File: src/rtl/issue_scoreboard_if.sv
// Issue-gate handshake bundle between the ID stage, the EXE stage and the
// retire port of the register scoreboard.
//   master : pipeline side (drives the decoded instruction, EXE ready, retire)
//   slave  : scoreboard side (returns issue_fire / id_ready / hazard)
interface issue_scoreboard_if;
    logic       id_valid;
    logic [4:0] id_rj;
    logic       id_rj_used;
    logic [4:0] id_rk;
    logic       id_rk_used;
    logic       id_wen;
    logic [4:0] id_rd;
    logic       exe_ready;
    logic       issue_fire;
    logic       id_ready;
    logic       hazard;
    logic       wb_en;
    logic [4:0] wb_index;

    modport master (
        output id_valid, id_rj, id_rj_used, id_rk, id_rk_used,
               id_wen, id_rd, exe_ready, wb_en, wb_index,
        input  issue_fire, id_ready, hazard
    );

    modport slave (
        input  id_valid, id_rj, id_rj_used, id_rk, id_rk_used,
               id_wen, id_rd, exe_ready, wb_en, wb_index,
        output issue_fire, id_ready, hazard
    );
endinterface

File: src/rtl/issue_scoreboard.sv
// Register scoreboard and ID->EXE issue gate.
// Keeps a saturating pending-write counter per GPR (r0 never tracked) and a
// global in-flight counter. The gate blocks on RAW against any pending write
// and on a destination whose counter is already full.
// Optional feature macro: SCB_WB_BYPASS_EN -- a source (or full destination)
// being retired in the same cycle does not block; forwarding supplies the value.
module issue_scoreboard #(
    parameter int NREG  = 32,
    parameter int CNT_W = 2,
    parameter int TOT_W = 6
) (
    input  logic                clk,
    input  logic                reset,
    input  logic                flush,
    issue_scoreboard_if.slave   sb,
    output logic                sb_empty,
    output logic                sb_err
);

    localparam logic [CNT_W-1:0] CNT_ZERO = {CNT_W{1'b0}};
    localparam logic [CNT_W-1:0] CNT_MAX  = {CNT_W{1'b1}};
    localparam logic [TOT_W-1:0] TOT_ZERO = {TOT_W{1'b0}};
    localparam logic [TOT_W-1:0] TOT_MAX  = {TOT_W{1'b1}};
`ifdef SCB_WB_BYPASS_EN
    localparam logic [CNT_W-1:0] CNT_ONE  = CNT_W'(1);
`endif

    logic [CNT_W-1:0] cnt_r      [NREG];
    logic [CNT_W-1:0] cnt_next_s [NREG];
    logic [TOT_W-1:0] total_r;
    logic [TOT_W-1:0] total_next_s;
    logic             sb_empty_r;
    logic             sb_err_r;

    logic [CNT_W-1:0] rj_cnt_s, rk_cnt_s, rd_cnt_s, wb_cnt_s;
    logic             rj_byp_s, rk_byp_s, rd_byp_s;
    logic             raw_s, waw_full_s, hazard_s, fire_s;
    logic             inc_en_s, dec_req_s, same_reg_s;
    logic             underflow_s, overflow_s, tot_inc_s, tot_dec_s;

    // Hazard detection and the zero-latency issue handshake.
    always_comb begin
        rj_cnt_s = cnt_r[sb.id_rj];
        rk_cnt_s = cnt_r[sb.id_rk];
        rd_cnt_s = cnt_r[sb.id_rd];
`ifdef SCB_WB_BYPASS_EN
        // The last outstanding write retiring now is forwarded, so it no longer blocks.
        rj_byp_s = sb.wb_en && (sb.wb_index == sb.id_rj) && (rj_cnt_s == CNT_ONE);
        rk_byp_s = sb.wb_en && (sb.wb_index == sb.id_rk) && (rk_cnt_s == CNT_ONE);
        // A retire to the full destination frees a slot in the same cycle.
        rd_byp_s = sb.wb_en && (sb.wb_index == sb.id_rd);
`else
        rj_byp_s = 1'b0;
        rk_byp_s = 1'b0;
        rd_byp_s = 1'b0;
`endif
        raw_s = (sb.id_rj_used && (sb.id_rj != 5'd0) && (rj_cnt_s != CNT_ZERO) && !rj_byp_s) ||
                (sb.id_rk_used && (sb.id_rk != 5'd0) && (rk_cnt_s != CNT_ZERO) && !rk_byp_s);
        waw_full_s = sb.id_wen && (sb.id_rd != 5'd0) && (rd_cnt_s == CNT_MAX) && !rd_byp_s;
        hazard_s   = sb.id_valid && (raw_s || waw_full_s);
        // Nothing may enter EXE in a flush cycle.
        fire_s     = sb.id_valid && sb.exe_ready && !hazard_s && !flush;
    end

    assign sb.hazard     = hazard_s;
    assign sb.id_ready   = sb.exe_ready && !hazard_s;
    assign sb.issue_fire = fire_s;
    assign sb_empty      = sb_empty_r;
    assign sb_err        = sb_err_r;

    // Next-state computation for the per-register and global counters.
    always_comb begin
        inc_en_s    = fire_s && sb.id_wen && (sb.id_rd != 5'd0);
        dec_req_s   = sb.wb_en && (sb.wb_index != 5'd0);
        wb_cnt_s    = cnt_r[sb.wb_index];
        // Issue and retire to the same register cancel out.
        same_reg_s  = inc_en_s && dec_req_s && (sb.id_rd == sb.wb_index);
        underflow_s = dec_req_s && (wb_cnt_s == CNT_ZERO);
        tot_inc_s   = inc_en_s && !same_reg_s;
        tot_dec_s   = dec_req_s && !same_reg_s && !underflow_s;

        for (int i = 0; i < NREG; i++) begin
            if (i == 0) begin
                cnt_next_s[i] = CNT_ZERO;
            end else if (tot_inc_s && (sb.id_rd == 5'(i))) begin
                cnt_next_s[i] = cnt_r[i] + CNT_W'(1);
            end else if (tot_dec_s && (sb.wb_index == 5'(i))) begin
                cnt_next_s[i] = cnt_r[i] - CNT_W'(1);
            end else begin
                cnt_next_s[i] = cnt_r[i];
            end
        end

        overflow_s = 1'b0;
        if (tot_inc_s && !tot_dec_s) begin
            if (total_r == TOT_MAX) begin
                overflow_s   = 1'b1;
                total_next_s = total_r;
            end else begin
                total_next_s = total_r + TOT_W'(1);
            end
        end else if (tot_dec_s && !tot_inc_s && (total_r != TOT_ZERO)) begin
            total_next_s = total_r - TOT_W'(1);
        end else begin
            total_next_s = total_r;
        end
    end

    // State registers: reset clears everything, flush clears pending state but keeps sb_err.
    always_ff @(posedge clk) begin
        if (reset) begin
            for (int i = 0; i < NREG; i++) begin
                cnt_r[i] <= CNT_ZERO;
            end
            total_r    <= TOT_ZERO;
            sb_empty_r <= 1'b1;
            sb_err_r   <= 1'b0;
        end else if (flush) begin
            for (int i = 0; i < NREG; i++) begin
                cnt_r[i] <= CNT_ZERO;
            end
            total_r    <= TOT_ZERO;
            sb_empty_r <= 1'b1;
            sb_err_r   <= sb_err_r;
        end else begin
            cnt_r      <= cnt_next_s;
            total_r    <= total_next_s;
            sb_empty_r <= (total_next_s == TOT_ZERO);
            sb_err_r   <= sb_err_r || underflow_s || overflow_s;
        end
    end

endmodule

File: src/flat_wrapper.sv
// flat-port wrapper written by rule: the top's interface ports become plain ports
module issue_scoreboard_flat 
#(
    parameter int NREG  = 32,
    parameter int CNT_W = 2,
    parameter int TOT_W = 6
)
  (clk, reset, flush, sb_empty, sb_err, sb_id_valid, sb_id_rj, sb_id_rj_used, sb_id_rk, sb_id_rk_used, sb_id_wen, sb_id_rd, sb_exe_ready, sb_wb_en, sb_wb_index, sb_issue_fire, sb_id_ready, sb_hazard);
  issue_scoreboard_if sb_i ();
  input  logic clk;
  input  logic reset;
  input  logic flush;
  output logic sb_empty;
  output logic sb_err;
  input wire logic [$bits(sb_i.id_valid)-1:0] sb_id_valid;
  input wire logic [$bits(sb_i.id_rj)-1:0] sb_id_rj;
  input wire logic [$bits(sb_i.id_rj_used)-1:0] sb_id_rj_used;
  input wire logic [$bits(sb_i.id_rk)-1:0] sb_id_rk;
  input wire logic [$bits(sb_i.id_rk_used)-1:0] sb_id_rk_used;
  input wire logic [$bits(sb_i.id_wen)-1:0] sb_id_wen;
  input wire logic [$bits(sb_i.id_rd)-1:0] sb_id_rd;
  input wire logic [$bits(sb_i.exe_ready)-1:0] sb_exe_ready;
  input wire logic [$bits(sb_i.wb_en)-1:0] sb_wb_en;
  input wire logic [$bits(sb_i.wb_index)-1:0] sb_wb_index;
  output wire logic [$bits(sb_i.issue_fire)-1:0] sb_issue_fire;
  output wire logic [$bits(sb_i.id_ready)-1:0] sb_id_ready;
  output wire logic [$bits(sb_i.hazard)-1:0] sb_hazard;
  assign sb_i.id_valid = sb_id_valid;
  assign sb_i.id_rj = sb_id_rj;
  assign sb_i.id_rj_used = sb_id_rj_used;
  assign sb_i.id_rk = sb_id_rk;
  assign sb_i.id_rk_used = sb_id_rk_used;
  assign sb_i.id_wen = sb_id_wen;
  assign sb_i.id_rd = sb_id_rd;
  assign sb_i.exe_ready = sb_exe_ready;
  assign sb_i.wb_en = sb_wb_en;
  assign sb_i.wb_index = sb_wb_index;
  assign sb_issue_fire = sb_i.issue_fire;
  assign sb_id_ready = sb_i.id_ready;
  assign sb_hazard = sb_i.hazard;
  issue_scoreboard #(.NREG(NREG), .CNT_W(CNT_W), .TOT_W(TOT_W)) u_core (.clk(clk), .reset(reset), .flush(flush), .sb(sb_i), .sb_empty(sb_empty), .sb_err(sb_err));
endmodule
File: config.mk
export PLATFORM = sky130hd
export DESIGN_NAME = issue_scoreboard_flat
export DESIGN_NICKNAME = d
export VERILOG_FILES = /design/src/rtl/issue_scoreboard_if.sv /design/src/rtl/issue_scoreboard.sv /design/src/flat_wrapper.sv
export SDC_FILE = /design/constraint.sdc
export NUM_CORES = 1
export LEC_CHECK = 0
export BUFFER_PORTS_ARGS = -buffer_cell sky130_fd_sc_hd__buf_2
export CORE_MARGIN = 3
export CORE_UTILIZATION = 50
export CTS_CLUSTER_SIZE = 12
export DETAILED_ROUTE_END_ITERATION = 10
export GPL_TIMING_DRIVEN = 0
export HOLD_SLACK_MARGIN = 0.15
export PLACE_DENSITY = 0.65
export SETUP_SLACK_MARGIN = 0.1
export SYNTH_ARGS = -nofsm -noshare
export SYNTH_HDL_FRONTEND = slang
export SYNTH_SLANG_ARGS = --single-unit
File: constraint.sdc
create_clock -name clk -period 3.9 [get_ports clk]
set_clock_uncertainty 0.1 [all_clocks]
set_input_delay 0.39 -clock clk [delete_from_list [all_inputs] [get_ports clk]]
set_output_delay 0.39 -clock clk [all_outputs]
set_load 0.03 [all_outputs]
==> results.cfg, run 1 <==
[status]
status = completed

[floorplanning]
core_um2 = 9910
rows = 36
dieArea_um2 = 11600
num_io_pins = 34
die_y_um = 108
die_x_um = 108
start_util_pct = 52.2

[final_layout]
nNetsFinal = 697
drive_above_1_share_pct = 17.1
ff_latch_area_um2 = 1400
diodes = 0
multi_input_area_um2 = 3530
area_delta_synth_final_pct = 9.96
fill_cells = 942

[cts]
root_buffer = clkbuf_8
insertion_delay_ns = 0.35
clk_path_buf_depth = 2
cts_tree = done
cts_max_level = 3
clock-sinks = 70
clk_pin_slew_ns = 0.07
cts_buffers = 9

[timing]
fmax_ghz = 0.278
slew_headroom_pct = 15.7
fin_crit_sh_pct = 92.3
report.final.hold_viol_count = 0
finalSetupViolCount = 0
rsz0062_at_grt = no
drv_slew = 0
max_slew.worst_pin.slew_ns = 1.25
setup_slack_ns = 0.302
min_period_ns = 3.60

[logic_synthesis]
synth-edff-count = 0
synth_seq_cells = 70
synth.avg_cell_area_um2 = 8.28
netlist_instances = 625
synth_flop_cell = dfxtp_1
ys_seq_area_share_pct = 27.1
ys_warn_count = 0
synth_nets = 657
syn_area_um2 = 5180
synth_cell_types = 71
async_flop_share_pct = 0

[critical_path]
critPathRequiredTime_ns = 4.06
worstSetupStartpointType = input pin
cp_max_fo = 10
r2r_setup_slack_ns = 0.38
worstSetupPathType = input pin to flop
endpoint_kind = flop
arrival_ns = 3.76

[placed_design]
io_buffers = 26
place_ws_ns = -0.168
place_congestion = 1.02
place_hpwl_mm = 13.1

[routing]
via_count = 5169
drtIter0Drc = 416
drc_errors = 0
routed_wl_mm = 17.3
ant_nets = 0
wl_per_cell_um = 21.6
dr.pass1.iters = 5
vias_per_cell = 6.45

[global_routing]
grt_usage_pct = 30.7
grt_start_max_net_pins = 11
grt_antenna_before_repair = 0
grt_overflow_total = 0
grt_pass1_wl_mm = 27.0
grt_pass1_vias = 4874

[run]
maxCapViolCount = 0

[power]
cellLeakagePower_nw = 1.95
vdd_ir_drop_max_mv = 0.153
power_density_nw_per_um2 = 266
power_mw = 1.51

[min_path]
hp-class = input pin to flop
synthesized netlist by cell type (3+ instances only):
cell type  count  area share, %
nor3_1        27            2.6
and2_1         3           0.36
xor2_1        30            5.1
mux2i_1        5           0.97
inv_1         15            1.1
buf_6          4           0.87
nor4_1         5           0.60
and4_1         7            1.2
a2111oi_4      4            2.1
a211oi_1       8            1.2
o22ai_1        4           0.48
nand2_1       55            4.0
nand2b_1       3           0.36
dfxtp_1       70             27
a21o_1        18            2.6
and3_1         5           0.60
a311oi_1       4           0.68
a31oi_1        6           0.73
nand3_1       20            1.9
nor3b_1        7            1.0
xnor2_1        7            1.2
nor2_1       104            7.5
or2_2          4           0.48
clkbuf_1      18            1.3
buf_2         17            1.6
a2111o_1       3           0.65
mux4_2        19            8.3
o211ai_1       7            1.0
o21ai_0       18            1.7
ha_1           3           0.73
a21oi_1       20            1.9
nor2b_1       10            1.2
a2111oi_2      4            1.2
a22oi_1       44            6.4
path summary, 6_finish.rpt:
path | end | start | cells after the start
min reg2reg | u_core.sb_err$_SDFFE_PP0N_ | u_core.sb_err$_SDFFE_PP0N_ | 2
max reg2reg | u_core.cnt_r[56]$_SDFFE_PP0P_ | u_core.cnt_r[54]$_SDFFE_PP0P_ | 13
max | u_core.sb_empty$_SDFF_PP1_ | sb_wb_index[1] | 12
min | u_core.sb_err$_SDFFE_PP0N_ | flush | 4
per-stage QoR:
step	setup TNS, ns	util, %	instances	hold WS [ns]	cell area (um^2)
detailed placement	-0.958	55.2	784	0.359	5470
floorplan	0	-	625	0.362	5180
finish	0	57.4	801	0.241	5690
CTS	0	57.1	799	0.231	5660
global placement	-1.06	55.2	784	0.354	5470
global route	0	57.4	801	0.280	5690
registers in the layout, summed over array words and instances (netlist names):
name and count:
u_core.cnt_r 62, u_core.total_r 6, u_core.sb_empty 1, u_core.sb_err 1
final cells by class:
type | instances | area share, %
Buffer | 40 | 3.60
Clock buffer | 13 | 2.97
Clock inverter | 1 | 0.0879
Inverter | 15 | 0.989
Multi-Input combinational cell | 500 | 62.1
Sequential cell | 70 | 24.6
Tap cell | 133 | 2.92
Timing Repair Buffer | 29 | 2.73
timing repair:
action / in CTS / in global routing
endpoints found under the hold margin: 1 / 0
hold buffers: 1 / 0
setup endpoints to repair: 0 / 18
buffers inserted: 0 / 2
resized for setup: 0 / 5
per-layer routing:
metal | track usage (%) | vias to the layer above | routed length [um] | part of all wire (%)
li1 | - | 2392 | - | -
met1 | 41.5 | 2470 | 7270 | 42
met2 | 47.9 | 273 | 7930 | 46
met3 | 6.12 | 34 | 1590 | 9.2
met4 | 12.6 | 0 | 512 | 3.0
met5 | 0 | - | 0 | 0
worst max-delay path, cell delays in order:
cell and delay (ns):
buf_2 0.12, buf_6 0.15, nor2b_1 0.54, a22oi_1 0.18, and3_1 0.19, nor4_1 0.56
nor3_1 0.24, nor4_4 0.43, nand2_1 0.15, o221ai_1 0.28, o211ai_1 0.16, a2111oi_2 0.35
where the power goes:
| part | switching [mW] | internal [mW] |
|---|---|---|
| combinational | 0.169 | 0.0774 |
| sequential | 0.00170 | 0.716 |
| clock | 0.273 | 0.276 |
cells by family after synthesis:
kind of cell | share of synthesized area (%)
flip-flops | 27.1
multiplexers | 9.45
adder cells (fa/ha/maj) | 0.725
buffers and inverters | 5.05
XOR/XNOR | 6.26
AND/OR/NAND/NOR | 25.3
AO/OA/AOI/OAI | 26.1
placed cells by master, fill, tap and decap left out, types with 5 or more instances in the layout:
cell type  instances
a211oi_1           8
a21o_1            18
a21oi_1           20
a22oi_1           44
a31oi_1            6
and3_1             5
and4_1             7
buf_2             43
clkbuf_1          19
clkbuf_8          12
dfxtp_1           70
inv_1             15
mux2i_1            5
mux4_2            19
nand2_1           55
nand3_1           20
nor2_1           102
nor2b_1            9
nor3_1            27
nor3b_1            7
o211ai_1           7
o21ai_0           18
xnor2_1            7
xor2_1            30
No activity file was read; power rests on OpenSTA's default activity.
==> run 2: changes to the inputs <==
--- a/config.mk
+++ b/config.mk
@@ -7,12 +7,12 @@
 export LEC_CHECK = 0
 export BUFFER_PORTS_ARGS = -buffer_cell sky130_fd_sc_hd__buf_2
 export CORE_MARGIN = 3
-export CORE_UTILIZATION = 50
+export CORE_UTILIZATION = 45
 export CTS_CLUSTER_SIZE = 12
 export DETAILED_ROUTE_END_ITERATION = 10
 export GPL_TIMING_DRIVEN = 0
 export HOLD_SLACK_MARGIN = 0.15
-export PLACE_DENSITY = 0.65
+export PLACE_DENSITY = 0.59
 export SETUP_SLACK_MARGIN = 0.1
 export SYNTH_ARGS = -nofsm -noshare
 export SYNTH_HDL_FRONTEND = slang
==> run 2 against run 1 <==
Worst setup slack lost 0.023 ns. Global-route usage shrank 3.1 points. Worst hold slack improved by 0.012 ns. Cell count grew 1.2%. Register-to-register slack about the same. Combinational power hardly changed. Routed wire length increased by 2.2%. Critical endpoint unchanged.
==> results.cfg, run 2 (synthesis results as in run 1) <==
[status]
status = completed

[critical_path]
cp_top_family = simple AND/OR/NAND/NOR gates
endpoint_kind = flop
worstSetupStartpointType = input pin
cp_num_buf_inv = 2
cp_max_fo = 10
crit_path_top_delay_cell = nor2b_1
path_cells = buf_2 -> buf_6 -> nor2b_1 -> a22oi_1 -> and3_1 -> nor4_1 -> nor3_2 -> nor4_4 -> nand2_1 -> o221ai_1 -> o211ai_1 -> a2111oi_2
worstSetupPathType = input pin to flop
arrival_ns = 3.76
cp_slowest_stage_delay_ns = 0.58
critPathRequiredTime_ns = 4.04

[timing]
holdWs_ns = 0.253
fin_crit_sh_pct = 92.8
min_period_ns = 3.62
report.final.hold_viol_count = 0
slew_headroom_pct = 13.0
max_slew.worst_pin.slew_ns = 1.29
finalSetupTns_ns = 0
drv_slew = 0
finalSetupViolCount = 0
fmax_ghz = 0.276
setup_slack_ns = 0.279
rsz0062_at_grt = no

[floorplanning]
rows = 38
start_util_pct = 46.9
die_x_um = 113
core_um2 = 11000
die_y_um = 113
num_io_pins = 34
dieArea_um2 = 12800

[placed_design]
place_hpwl_mm = 13.0
io_buffers = 26
place_ws_ns = -0.109
place_congestion = 0.961
dpl_cell_area_um2 = 5480

[cts]
root_buffer = clkbuf_16
cts_max_level = 3
clk_pin_slew_ns = 0.06
clock-sinks = 70
insertion_delay_ns = 0.35
cts_tree = done
clk_path_buf_depth = 2
cts_buffers = 9

[final_layout]
fin_area_um2 = 5840
area_delta_synth_final_pct = 12.7
final_cell_mix = nor2_1 (104), dfxtp_1 (70), nand2_1 (55)
nNetsFinal = 698
top_register = u_core.cnt_r
largest_register_ffs = 62
diodes = 0
drive_above_1_share_pct = 17.3
final_common_cell = nor2_1
top_regs = u_core.cnt_r (62), u_core.total_r (6)

[routing]
drc_errors = 0
via_count = 5269
dr.pass1.iters = 5
drtIter0Drc = 516
vias_per_cell = 6.50
ant_nets = 0
wl_per_cell_um = 21.8
routed_wl_mm = 17.7

[min_path]
hp-class = input pin to flop

[global_routing]
grt_start_max_net_pins = 13
grt_overflow_total = 0
grt_pass1_vias = 4877
grt_antenna_before_repair = 0
grt_usage_pct = 27.6
grt_pass1_wl_mm = 27.1

[power]
vdd_ir_drop_max_mv = 0.240
internal_power_mw = 1.29
swShare_pct = 28.4
seqPwrFrac_pct = 39.9
pwr-share-clk_pct = 46.2
p_comb_share_pct = 13.9
power_density_nw_per_um2 = 308
power_mw = 1.80
power.switching_mw = 0.510
cellLeakagePower_nw = 2.01

[run]
maxCapViolCount = 0
-- run 2: cell types whose count changed in the layout (fill, tap and decap cells not counted), sizes merged --
cell | previous run | this run
bufinv | 0 | 1
clkbuf | 31 | 28
buf | 50 | 51
clkinv | 1 | 5
-- run 2: final cells by class --
type	count	area (um^2)
sequential	70	1400
clock buffer	10	229
tap	140	175
fill	1068	5190
multi-input combinational	500	3540
clock inverter	6	62.6
inverter	15	56.3
buffer	40	205
timing repair buffer	30	163
-- run 2: worst reg2reg max path: stages (launching register included) --
cell and delay, ns:
dfxtp_1 0.29, clkbuf_1 0.18, mux4_2 0.50, mux2_2 0.27
nand3_1 0.10, a221o_2 0.21, o2111ai_4 0.17, nor4_4 0.55
nand2_1 0.16, o221ai_1 0.30, o211ai_1 0.20, a2111oi_2 0.38
-- run 2: repair_timing --
item / 4_1_cts / 5_1_grt
setup buffers: 0 / 3
endpoints found under the setup margin: 0 / 19
resized for setup: 0 / 4
hold endpoints to repair: 1 / 0
hold buffers: 1 / 0
-- run 2: metrics by stage --
step | utilization, % | cells
2_1_floorplan | - | 625
3_3_place_gp | 49.7 | 791
3_5_place_dp | 49.7 | 791
4_1_cts | 52.4 | 808
5_1_grt | 52.9 | 811
6_report | 52.9 | 811
-- run 2: path summary, 6_finish.rpt --
path	startpoint	end	slack [ns]	cells past startpoint
min reg2reg	u_core.sb_err$_SDFFE_PP0N_	u_core.sb_err$_SDFFE_PP0N_	0.37	2
max	sb_wb_index[1]	u_core.sb_empty$_SDFF_PP1_	0.28	12
min	flush	u_core.sb_err$_SDFFE_PP0N_	0.25	4
max reg2reg	u_core.cnt_r[54]$_SDFFE_PP0P_	u_core.sb_empty$_SDFF_PP1_	0.38	11
-- run 2: power by group through the flow --
stage	clock network (mW)	logic [mW]	registers, mW
final	0.832	0.249	0.719
after global routing	0.873	0.265	0.718
after CTS	0.839	0.240	0.719
after detailed placement	0	0.239	0.734
after global placement	0	0.238	0.734
after floorplan	0	0.156	0.736
-- run 2: routing by layer --
metal / vias to the layer above / GRT usage (%) / routed length (um)
li1: 2425 / - / -
met5: - / 0 / 0
met2: 269 / 43.2 / 7990
met1: 2529 / 36.3 / 7610
met3: 46 / 6.04 / 1500
met4: 0 / 12.6 / 573
